### config.mk
export PLATFORM = sky130hd
export DESIGN_NAME = store_queue_flat
export DESIGN_NICKNAME = d
export VERILOG_FILES = /design/src/rtl/store_queue_pkg.sv /design/src/rtl/store_queue_if.sv /design/src/rtl/store_queue_load_forward_unit.sv /design/src/rtl/store_queue.sv /design/src/flat_wrapper.sv
export SDC_FILE = /design/constraint.sdc
export NUM_CORES = 1
export LEC_CHECK = 0
export CAP_MARGIN = 15
export CORE_ASPECT_RATIO = 2
export CORE_MARGIN = 4
export CORE_UTILIZATION = 56
export CTS_BUF_LIST = sky130_fd_sc_hd__clkbuf_8
export DETAILED_ROUTE_END_ITERATION = 8
export PLACE_DENSITY_LB_ADDON = 0.08
export SLEW_MARGIN = 0
export SYNTH_ARGS = -nofsm -noshare
export SYNTH_HDL_FRONTEND = slang
export SYNTH_HIERARCHICAL = 1
export SYNTH_SLANG_ARGS = --single-unit
### constraint.sdc
create_clock -name clk -period 10.4 [get_ports clk]
set_clock_uncertainty 0.2 [all_clocks]
set_input_delay 1.04 -clock clk [delete_from_list [all_inputs] [get_ports clk]]
set_output_delay 1.04 -clock clk [all_outputs]
set_load 0.05 [all_outputs]
### src/rtl/store_queue_pkg.sv
// store_queue_pkg: shared sizes and entry record for the store queue (STORE_QUEUE_BYTE_MASK_EN adds the load byte mask)
package store_queue_pkg;
  localparam int SQ_NUM = 8;
  localparam int SQ_WIDTH = $clog2(SQ_NUM);
  localparam int ADDR_W = 32;
  localparam int DATA_W = 32;
`ifdef STORE_QUEUE_BYTE_MASK_EN
  localparam logic [3:0] LD_MASK = 4'hF;
`endif
  typedef struct packed {
    logic valid;
    logic addr_ok;
    logic committed;
    logic [ADDR_W-1:0] addr;
    logic [DATA_W-1:0] data;
    logic [3:0] mask;
  } sq_entry_t;
endpackage

### src/rtl/store_queue_if.sv
// store_queue_if: dispatch, AGU, ROB, load-lookup and D-cache drain signals of the store queue
interface store_queue_if;
  import store_queue_pkg::*;
  logic alloc_valid;
  logic alloc_ready;
  logic [SQ_WIDTH-1:0] alloc_idx;
  logic fill_valid;
  logic [SQ_WIDTH-1:0] fill_idx;
  logic [ADDR_W-1:0] fill_addr;
  logic [DATA_W-1:0] fill_data;
  logic [3:0] fill_mask;
  logic commit_valid;
  logic flush;
  logic ld_valid;
  logic [ADDR_W-1:0] ld_addr;
  logic [SQ_WIDTH-1:0] ld_age_idx;
  logic fwd_hit;
  logic [DATA_W-1:0] fwd_data;
  logic fwd_stall;
  logic mem_valid;
  logic mem_ready;
  logic [ADDR_W-1:0] mem_addr;
  logic [DATA_W-1:0] mem_data;
  logic [3:0] mem_mask;
  logic empty;
  logic full;
  modport master (
    output alloc_valid, fill_valid, fill_idx, fill_addr, fill_data, fill_mask,
           commit_valid, flush, ld_valid, ld_addr, ld_age_idx, mem_ready,
    input  alloc_ready, alloc_idx, fwd_hit, fwd_data, fwd_stall,
           mem_valid, mem_addr, mem_data, mem_mask, empty, full
  );
  modport slave (
    input  alloc_valid, fill_valid, fill_idx, fill_addr, fill_data, fill_mask,
           commit_valid, flush, ld_valid, ld_addr, ld_age_idx, mem_ready,
    output alloc_ready, alloc_idx, fwd_hit, fwd_data, fwd_stall,
           mem_valid, mem_addr, mem_data, mem_mask, empty, full
  );
endinterface

### src/rtl/store_queue_load_forward_unit.sv
// load_forward_unit: picks the youngest matching entry just below the load's push_head snapshot
module load_forward_unit
  import store_queue_pkg::*;
(
  input  logic [SQ_NUM-1:0]   match,
  input  logic [SQ_WIDTH-1:0] push_head,
  output logic                hit,
  output logic [SQ_WIDTH-1:0] idx
);
  always_comb begin
    hit = 1'b0;
    idx = '0;
    for (int k = SQ_NUM - 1; k > 0; k--) begin
      if (match[push_head - SQ_WIDTH'(k)]) begin
        hit = 1'b1;
        idx = push_head - SQ_WIDTH'(k);
      end
    end
  end
endmodule

### src/rtl/store_queue.sv
// store_queue: in-flight store buffer with commit/drain/flush and load forwarding (STORE_QUEUE_BYTE_MASK_EN enables byte-mask forwarding)
module store_queue
  import store_queue_pkg::*;
(
  input logic clk,
  input logic reset,
  store_queue_if.slave sq
);
  sq_entry_t q [SQ_NUM];
  logic [SQ_WIDTH:0] push_head, pop_tail, cmt_ptr, cmt_nxt;
  logic [SQ_WIDTH-1:0] ph, pt, ct, pick_idx;
  logic [SQ_NUM-1:0] word, match, stall_v;
  logic alloc_fire, fill_ok, commit_fire, drain, pick_hit, unused_ok;
  assign ph = push_head[SQ_WIDTH-1:0];
  assign pt = pop_tail[SQ_WIDTH-1:0];
  assign ct = cmt_ptr[SQ_WIDTH-1:0];
  assign sq.full = ph == pt && push_head[SQ_WIDTH] != pop_tail[SQ_WIDTH];
  assign sq.empty = push_head == pop_tail;
  assign sq.alloc_ready = !sq.full;
  assign sq.alloc_idx = ph;
  assign alloc_fire = sq.alloc_valid && sq.alloc_ready && !sq.flush;
  // a committed entry with a known address may be draining, so it is frozen
  assign fill_ok = sq.fill_valid && q[sq.fill_idx].valid &&
                   !(q[sq.fill_idx].committed && q[sq.fill_idx].addr_ok);
  assign commit_fire = sq.commit_valid && q[ct].valid && !q[ct].committed;
  assign cmt_nxt = cmt_ptr + (SQ_WIDTH+1)'(commit_fire);
  assign sq.mem_valid = q[pt].valid && q[pt].committed && q[pt].addr_ok;
  assign drain = sq.mem_valid && sq.mem_ready;
  assign sq.mem_addr = q[pt].addr;
  assign sq.mem_data = q[pt].data;
  assign sq.mem_mask = q[pt].mask;
  assign unused_ok = ^sq.ld_addr[1:0];
  for (genvar g = 0; g < SQ_NUM; g++) begin : g_word
    assign word[g] = q[g].addr[ADDR_W-1:2] == sq.ld_addr[ADDR_W-1:2];
  end
  // older means inside the circular range [pop_tail, ld_age_idx)
  always_comb begin
    match = '0;
    stall_v = '0;
    for (int i = 0; i < SQ_NUM; i++) begin
      if (sq.ld_valid && q[i].valid && (SQ_WIDTH'(i) - pt) < (sq.ld_age_idx - pt)) begin
`ifdef STORE_QUEUE_BYTE_MASK_EN
        match[i] = q[i].addr_ok && word[i] && (q[i].mask & LD_MASK) == LD_MASK;
        stall_v[i] = !q[i].addr_ok || (word[i] && |(q[i].mask & LD_MASK) &&
                     (q[i].mask & LD_MASK) != LD_MASK);
`else
        match[i] = q[i].addr_ok && word[i];
        stall_v[i] = !q[i].addr_ok;
`endif
      end
    end
  end
  load_forward_unit u_lfu (
    .match(match),
    .push_head(sq.ld_age_idx),
    .hit(pick_hit),
    .idx(pick_idx)
  );
  assign sq.fwd_stall = |stall_v;
  assign sq.fwd_hit = pick_hit && !sq.fwd_stall;
  assign sq.fwd_data = q[pick_idx].data;
  always_ff @(posedge clk) begin
    if (reset) begin
      push_head <= '0;
      pop_tail <= '0;
      cmt_ptr <= '0;
      for (int i = 0; i < SQ_NUM; i++) q[i] <= '0;
    end else begin
      if (alloc_fire) begin
        q[ph].valid <= 1'b1;
        q[ph].addr_ok <= 1'b0;
        q[ph].committed <= 1'b0;
      end
      push_head <= push_head + (SQ_WIDTH+1)'(alloc_fire);
      if (fill_ok) begin
        q[sq.fill_idx].addr <= sq.fill_addr;
        q[sq.fill_idx].data <= sq.fill_data;
        q[sq.fill_idx].mask <= sq.fill_mask;
        q[sq.fill_idx].addr_ok <= 1'b1;
      end
      if (commit_fire) q[ct].committed <= 1'b1;
      cmt_ptr <= cmt_nxt;
      if (drain) q[pt].valid <= 1'b0;
      pop_tail <= pop_tail + (SQ_WIDTH+1)'(drain);
      // a store retiring in the flush cycle is older than the flush and survives
      if (sq.flush) begin
        for (int i = 0; i < SQ_NUM; i++)
          if (!q[i].committed && !(commit_fire && SQ_WIDTH'(i) == ct)) q[i] <= '0;
        push_head <= cmt_nxt;
      end
    end
  end
endmodule

### src/flat_wrapper.sv
// flat-port wrapper written by rule: the top's interface ports become plain ports
module store_queue_flat import store_queue_pkg::*;
  (clk, reset, sq_alloc_valid, sq_fill_valid, sq_fill_idx, sq_fill_addr, sq_fill_data, sq_fill_mask, sq_commit_valid, sq_flush, sq_ld_valid, sq_ld_addr, sq_ld_age_idx, sq_mem_ready, sq_alloc_ready, sq_alloc_idx, sq_fwd_hit, sq_fwd_data, sq_fwd_stall, sq_mem_valid, sq_mem_addr, sq_mem_data, sq_mem_mask, sq_empty, sq_full);
  store_queue_if sq_i ();
  input logic clk;
  input logic reset;
  input wire logic [$bits(sq_i.alloc_valid)-1:0] sq_alloc_valid;
  input wire logic [$bits(sq_i.fill_valid)-1:0] sq_fill_valid;
  input wire logic [$bits(sq_i.fill_idx)-1:0] sq_fill_idx;
  input wire logic [$bits(sq_i.fill_addr)-1:0] sq_fill_addr;
  input wire logic [$bits(sq_i.fill_data)-1:0] sq_fill_data;
  input wire logic [$bits(sq_i.fill_mask)-1:0] sq_fill_mask;
  input wire logic [$bits(sq_i.commit_valid)-1:0] sq_commit_valid;
  input wire logic [$bits(sq_i.flush)-1:0] sq_flush;
  input wire logic [$bits(sq_i.ld_valid)-1:0] sq_ld_valid;
  input wire logic [$bits(sq_i.ld_addr)-1:0] sq_ld_addr;
  input wire logic [$bits(sq_i.ld_age_idx)-1:0] sq_ld_age_idx;
  input wire logic [$bits(sq_i.mem_ready)-1:0] sq_mem_ready;
  output wire logic [$bits(sq_i.alloc_ready)-1:0] sq_alloc_ready;
  output wire logic [$bits(sq_i.alloc_idx)-1:0] sq_alloc_idx;
  output wire logic [$bits(sq_i.fwd_hit)-1:0] sq_fwd_hit;
  output wire logic [$bits(sq_i.fwd_data)-1:0] sq_fwd_data;
  output wire logic [$bits(sq_i.fwd_stall)-1:0] sq_fwd_stall;
  output wire logic [$bits(sq_i.mem_valid)-1:0] sq_mem_valid;
  output wire logic [$bits(sq_i.mem_addr)-1:0] sq_mem_addr;
  output wire logic [$bits(sq_i.mem_data)-1:0] sq_mem_data;
  output wire logic [$bits(sq_i.mem_mask)-1:0] sq_mem_mask;
  output wire logic [$bits(sq_i.empty)-1:0] sq_empty;
  output wire logic [$bits(sq_i.full)-1:0] sq_full;
  assign sq_i.alloc_valid = sq_alloc_valid;
  assign sq_i.fill_valid = sq_fill_valid;
  assign sq_i.fill_idx = sq_fill_idx;
  assign sq_i.fill_addr = sq_fill_addr;
  assign sq_i.fill_data = sq_fill_data;
  assign sq_i.fill_mask = sq_fill_mask;
  assign sq_i.commit_valid = sq_commit_valid;
  assign sq_i.flush = sq_flush;
  assign sq_i.ld_valid = sq_ld_valid;
  assign sq_i.ld_addr = sq_ld_addr;
  assign sq_i.ld_age_idx = sq_ld_age_idx;
  assign sq_i.mem_ready = sq_mem_ready;
  assign sq_alloc_ready = sq_i.alloc_ready;
  assign sq_alloc_idx = sq_i.alloc_idx;
  assign sq_fwd_hit = sq_i.fwd_hit;
  assign sq_fwd_data = sq_i.fwd_data;
  assign sq_fwd_stall = sq_i.fwd_stall;
  assign sq_mem_valid = sq_i.mem_valid;
  assign sq_mem_addr = sq_i.mem_addr;
  assign sq_mem_data = sq_i.mem_data;
  assign sq_mem_mask = sq_i.mem_mask;
  assign sq_empty = sq_i.empty;
  assign sq_full = sq_i.full;
  store_queue u_core (.clk(clk), .reset(reset), .sq(sq_i));
endmodule
==> Implementation_results.wiki <==
{| class="wikitable"
! Metric !! Value
|-
| Status || finished clean
|-
| Power Dens Cells || between 100 and 150 mW/mm^2
|-
| Synthesized instance count || 2,664
|-
| Register area share after synthesis || 49.9%
|-
| Area of the mapped netlist || 0.0342 mm^2
|-
| Standby leakage power || between 10 and 15 nW
|-
| Width of the die || between 150 and 200 um
|-
| Average wire per standard cell || 32.3 um
|-
| Clock tree from TritonCTS || built
|-
| Number of failing setup endpoints in the final timing report || 0
|-
| Clock net sink count || 580
|-
| Element type at the critical path start || input pin
|-
| Clock-pin slew reported for the worst setup and hold paths after clock tree synthesis || 0.06 ns
|-
| Global route total overflow || 0
|-
| Clock latency on the worst-skew pair || 0.67 ns
|-
| Actual slew at the worst max-slew pin || ~1.1 ns
|-
| Std-Cell Rows || 127
|-
| Number of antenna violations at the first check in global routing || 5
|-
| Most frequent cells in the layout || edfxtp_1 (544), nand2_1 (237), clkdlybuf4s50_1 (219)
|-
| Max IR drop VDD || between 0.1 and 0.15 mV
|-
| Switching Share || 28.5%
|-
| Number of different library cells in the post-synthesis netlist || 71
|-
| Die boundary height || 358 um
|-
| Worst setup path category || in2out
|-
| Most area-consuming cells after synthesis || edfxtp_1 (48%), mux4_2 (14%), xnor2_1 (4.1%), and2_1 (3.8%), nor4_2 (2.7%)
|-
| Core Area || 0.0602 mm^2
|-
| Most instantiated flip-flop cell in the synthesis netlist || edfxtp_1
|-
| DRC violation total after the first TritonRoute iteration || 2,307
|-
| Total of hold buffers inserted after clock tree synthesis || 0
|-
| Count of input and output buffers || 220
|-
| Maximum capacitance violations || 0
|-
| P_int || between 3 and 4 mW
|-
| Maximum number of pins on one net before global-route repair || 161
|-
| Tightest Hold Check Type || reg2reg
|-
| Number of enable flip-flop cells after synthesis || 544
|-
| Syn Area/Cell || 12.8 um^2
|-
| Synth top area share || ~48%
|-
| Relative slew slack || 25.5%
|-
| Critical path data required time || 9.16 ns
|-
| Number of gates resized after cts || 0
|-
| Number of search-and-repair iterations in the first detailed-routing pass || 5
|-
| Layout area overhead || 12.4%
|-
| Switching pwr || 1.51 mW
|-
| Via count normalized by instance count || just under 7
|-
| Post-route antenna net violation count || 0
|-
| Relative contribution of sequential cells to total power || about 51%
|-
| GPL Wtd Cong || 0.994
|-
| Global-route wire length before repair || 169 mm
|-
| Clk root buf || clkbuf_8
|-
| Count of warnings emitted by yosys || 6
|-
| Final routed DRC violation total || 0
|-
| # H-tree levels || 3
|-
| Initial standard-cell utilization of the core || 56.8%
|-
| Final net count || 2,917
|-
| Post-synth top area cell || edfxtp_1
|-
| Minimum clock period || 9.19 ns
|-
| Share of synthesized flip-flops with an asynchronous set or reset || 0%
|-
| Data arrival time at the worst-slack endpoint || 7.95 ns
|-
| Largest buffer count on any clock path || 3
|-
| Post-DP HPWL || ~75 mm
|-
| Setup Total Neg Slack || 0 ns
|-
| Register bit count reported by yosys || 580
|-
| Final hold vios || 0
|-
| I/O pin count || between 200 and 250
|-
| Crit. End Element || output port
|-
| Buffers inserted during post-CTS setup optimization || 0
|-
| Fmax achieved || about 110 MHz
|-
| Power share of the clock group || 33.1%
|-
| Routed via count || approximately 24k
|-
| Ratio of cells with drive above 1 in the final layout || 19.7%
|-
| Combinational cell fraction of total power || 15.7%
|-
| Worst hold slack || around 0.3 ns
|-
| Global routing usage summed across all routing layers || a little over a third
|-
| Most common cell after layout, fill and taps aside || edfxtp_1
|-
| Drt total wl || 117 mm
|-
| Unrepaired setup endpoints after global routing || false
|-
| Net count after synthesis || 2,810
|-
| Max FO, Critical Path || 20
|-
| Number of clock buffers inserted by TritonCTS || 84
|-
| Number of global-route vias before repair || 25.6k
|-
| Final cycle utilization of the critical path || 88.3%
|-
| Total Die Area || 0.0653 mm^2
|-
| Count of pins over their slew limit || 0
|}
-- per-layer routing --
| layer | global-route usage [%] | vias to the layer above | routed length [um] |
|---|---|---|---|
| li1 | - | 10283 | - |
| met1 | 40.5 | 12316 | 39400 |
| met2 | 60.9 | 1335 | 59400 |
| met3 | 5.02 | 377 | 8090 |
| met4 | 24.9 | 4 | 9940 |
| met5 | 0 | - | 21 |
-- cell families (layout without fill, tap and decap cells) --
kind of cell | count (synthesis) | after routing | share of synthesized area, %
xor gates and xnor gates | 257 | 257 | 6.58
adders and majority gates | 32 | 32 | 1.19
and+or+nand+nor | 1037 | 1037 | 19.3
AOI/OAI and AO/OA | 131 | 131 | 2.83
other | 0 | 2 | 0
buffers and inverters | 358 | 531 | 4.49
muxes | 269 | 269 | 15.7
DFF | 580 | 580 | 49.9
-- cell type report --
class                      count  area (um^2)
fill                        4665        21800
sequential                   580        17100
clock inverter                61          299
timing repair buffer         273         2680
tap                          774          968
clock buffer                  91         1250
multi-input combinational   1726        15800
inverter                     106          398
antenna                        2         5.00
-- flip-flops by register name, indices dropped and copies added (netlist names) --
register and cells:
u_core/cmt_ptr 4, u_core/pop_tail 4, u_core/q 568, u_core/push_head 4
-- path summary, 6_finish.rpt --
kind                        to         startpoint  cells after the start  slack [ns]
max reg2reg     u_core/q[3][5]  u_core/cmt_ptr[1]                      9        5.64
max            sq_fwd_data[19]   sq_ld_age_idx[1]                     17        1.21
min          u_core/cmt_ptr[3]  u_core/cmt_ptr[3]                      2        0.31
min reg2reg  u_core/cmt_ptr[3]  u_core/cmt_ptr[3]                      2        0.31
-- stage by stage --
stage          setup WS, ns  cells  area [um^2]  util (%)  power [mW]
6_report               1.21   3613        38400      63.8        5.28
5_1_grt               0.761   3612        38400      63.8        5.45
4_1_cts                1.16   3611        38400      63.8        5.30
3_5_place_dp           1.18   3459        36900      61.3        3.57
3_3_place_gp           1.25   3459        36900      61.3        3.56
2_1_floorplan        0.0372   2664        34200         -        3.24
-- synth_stat cells, types with 20 or more instances --
library cell and n:
a21oi_1 20, and2_1 206, buf_1 30, buf_2 43, clkbuf_1 157, dfxtp_1 36, edfxtp_1 544, ha_1 31
inv_1 105, mux2_2 35, mux2i_1 22, mux4_2 211, nand2_1 238, nand4_1 55, nor2_1 95, nor3_1 145
nor4_1 37, nor4_2 74, nor4b_1 76, nor4b_2 54, xnor2_1 161, xor2_1 96
-- power groups by stage --
stage | combinational [mW] | sequential [mW] | clock, mW
2_1_floorplan | 0.504 | 2.74 | 0
3_3_place_gp | 0.819 | 2.74 | 0
3_5_place_dp | 0.822 | 2.75 | 0
4_1_cts | 0.826 | 2.70 | 1.77
5_1_grt | 0.855 | 2.71 | 1.89
6_report | 0.829 | 2.70 | 1.75
-- worst max-delay path, cell delays in order --
cell and delay [ns]:
clkdlybuf4s50_1 0.72, fa_1 0.57, xnor2_1 0.73, ha_1 0.37, inv_1 0.05, o21ai_0 0.16
nor2_1 0.37, mux4_2 0.37, inv_1 0.07, o21ai_0 0.64, nor3_1 0.11, a211o_1 0.29
a21oi_4 0.51, buf_12 0.29, mux4_2 0.53, mux2_2 0.34, clkdlybuf4s50_1 0.74
(Power assumes the default switching activity.)
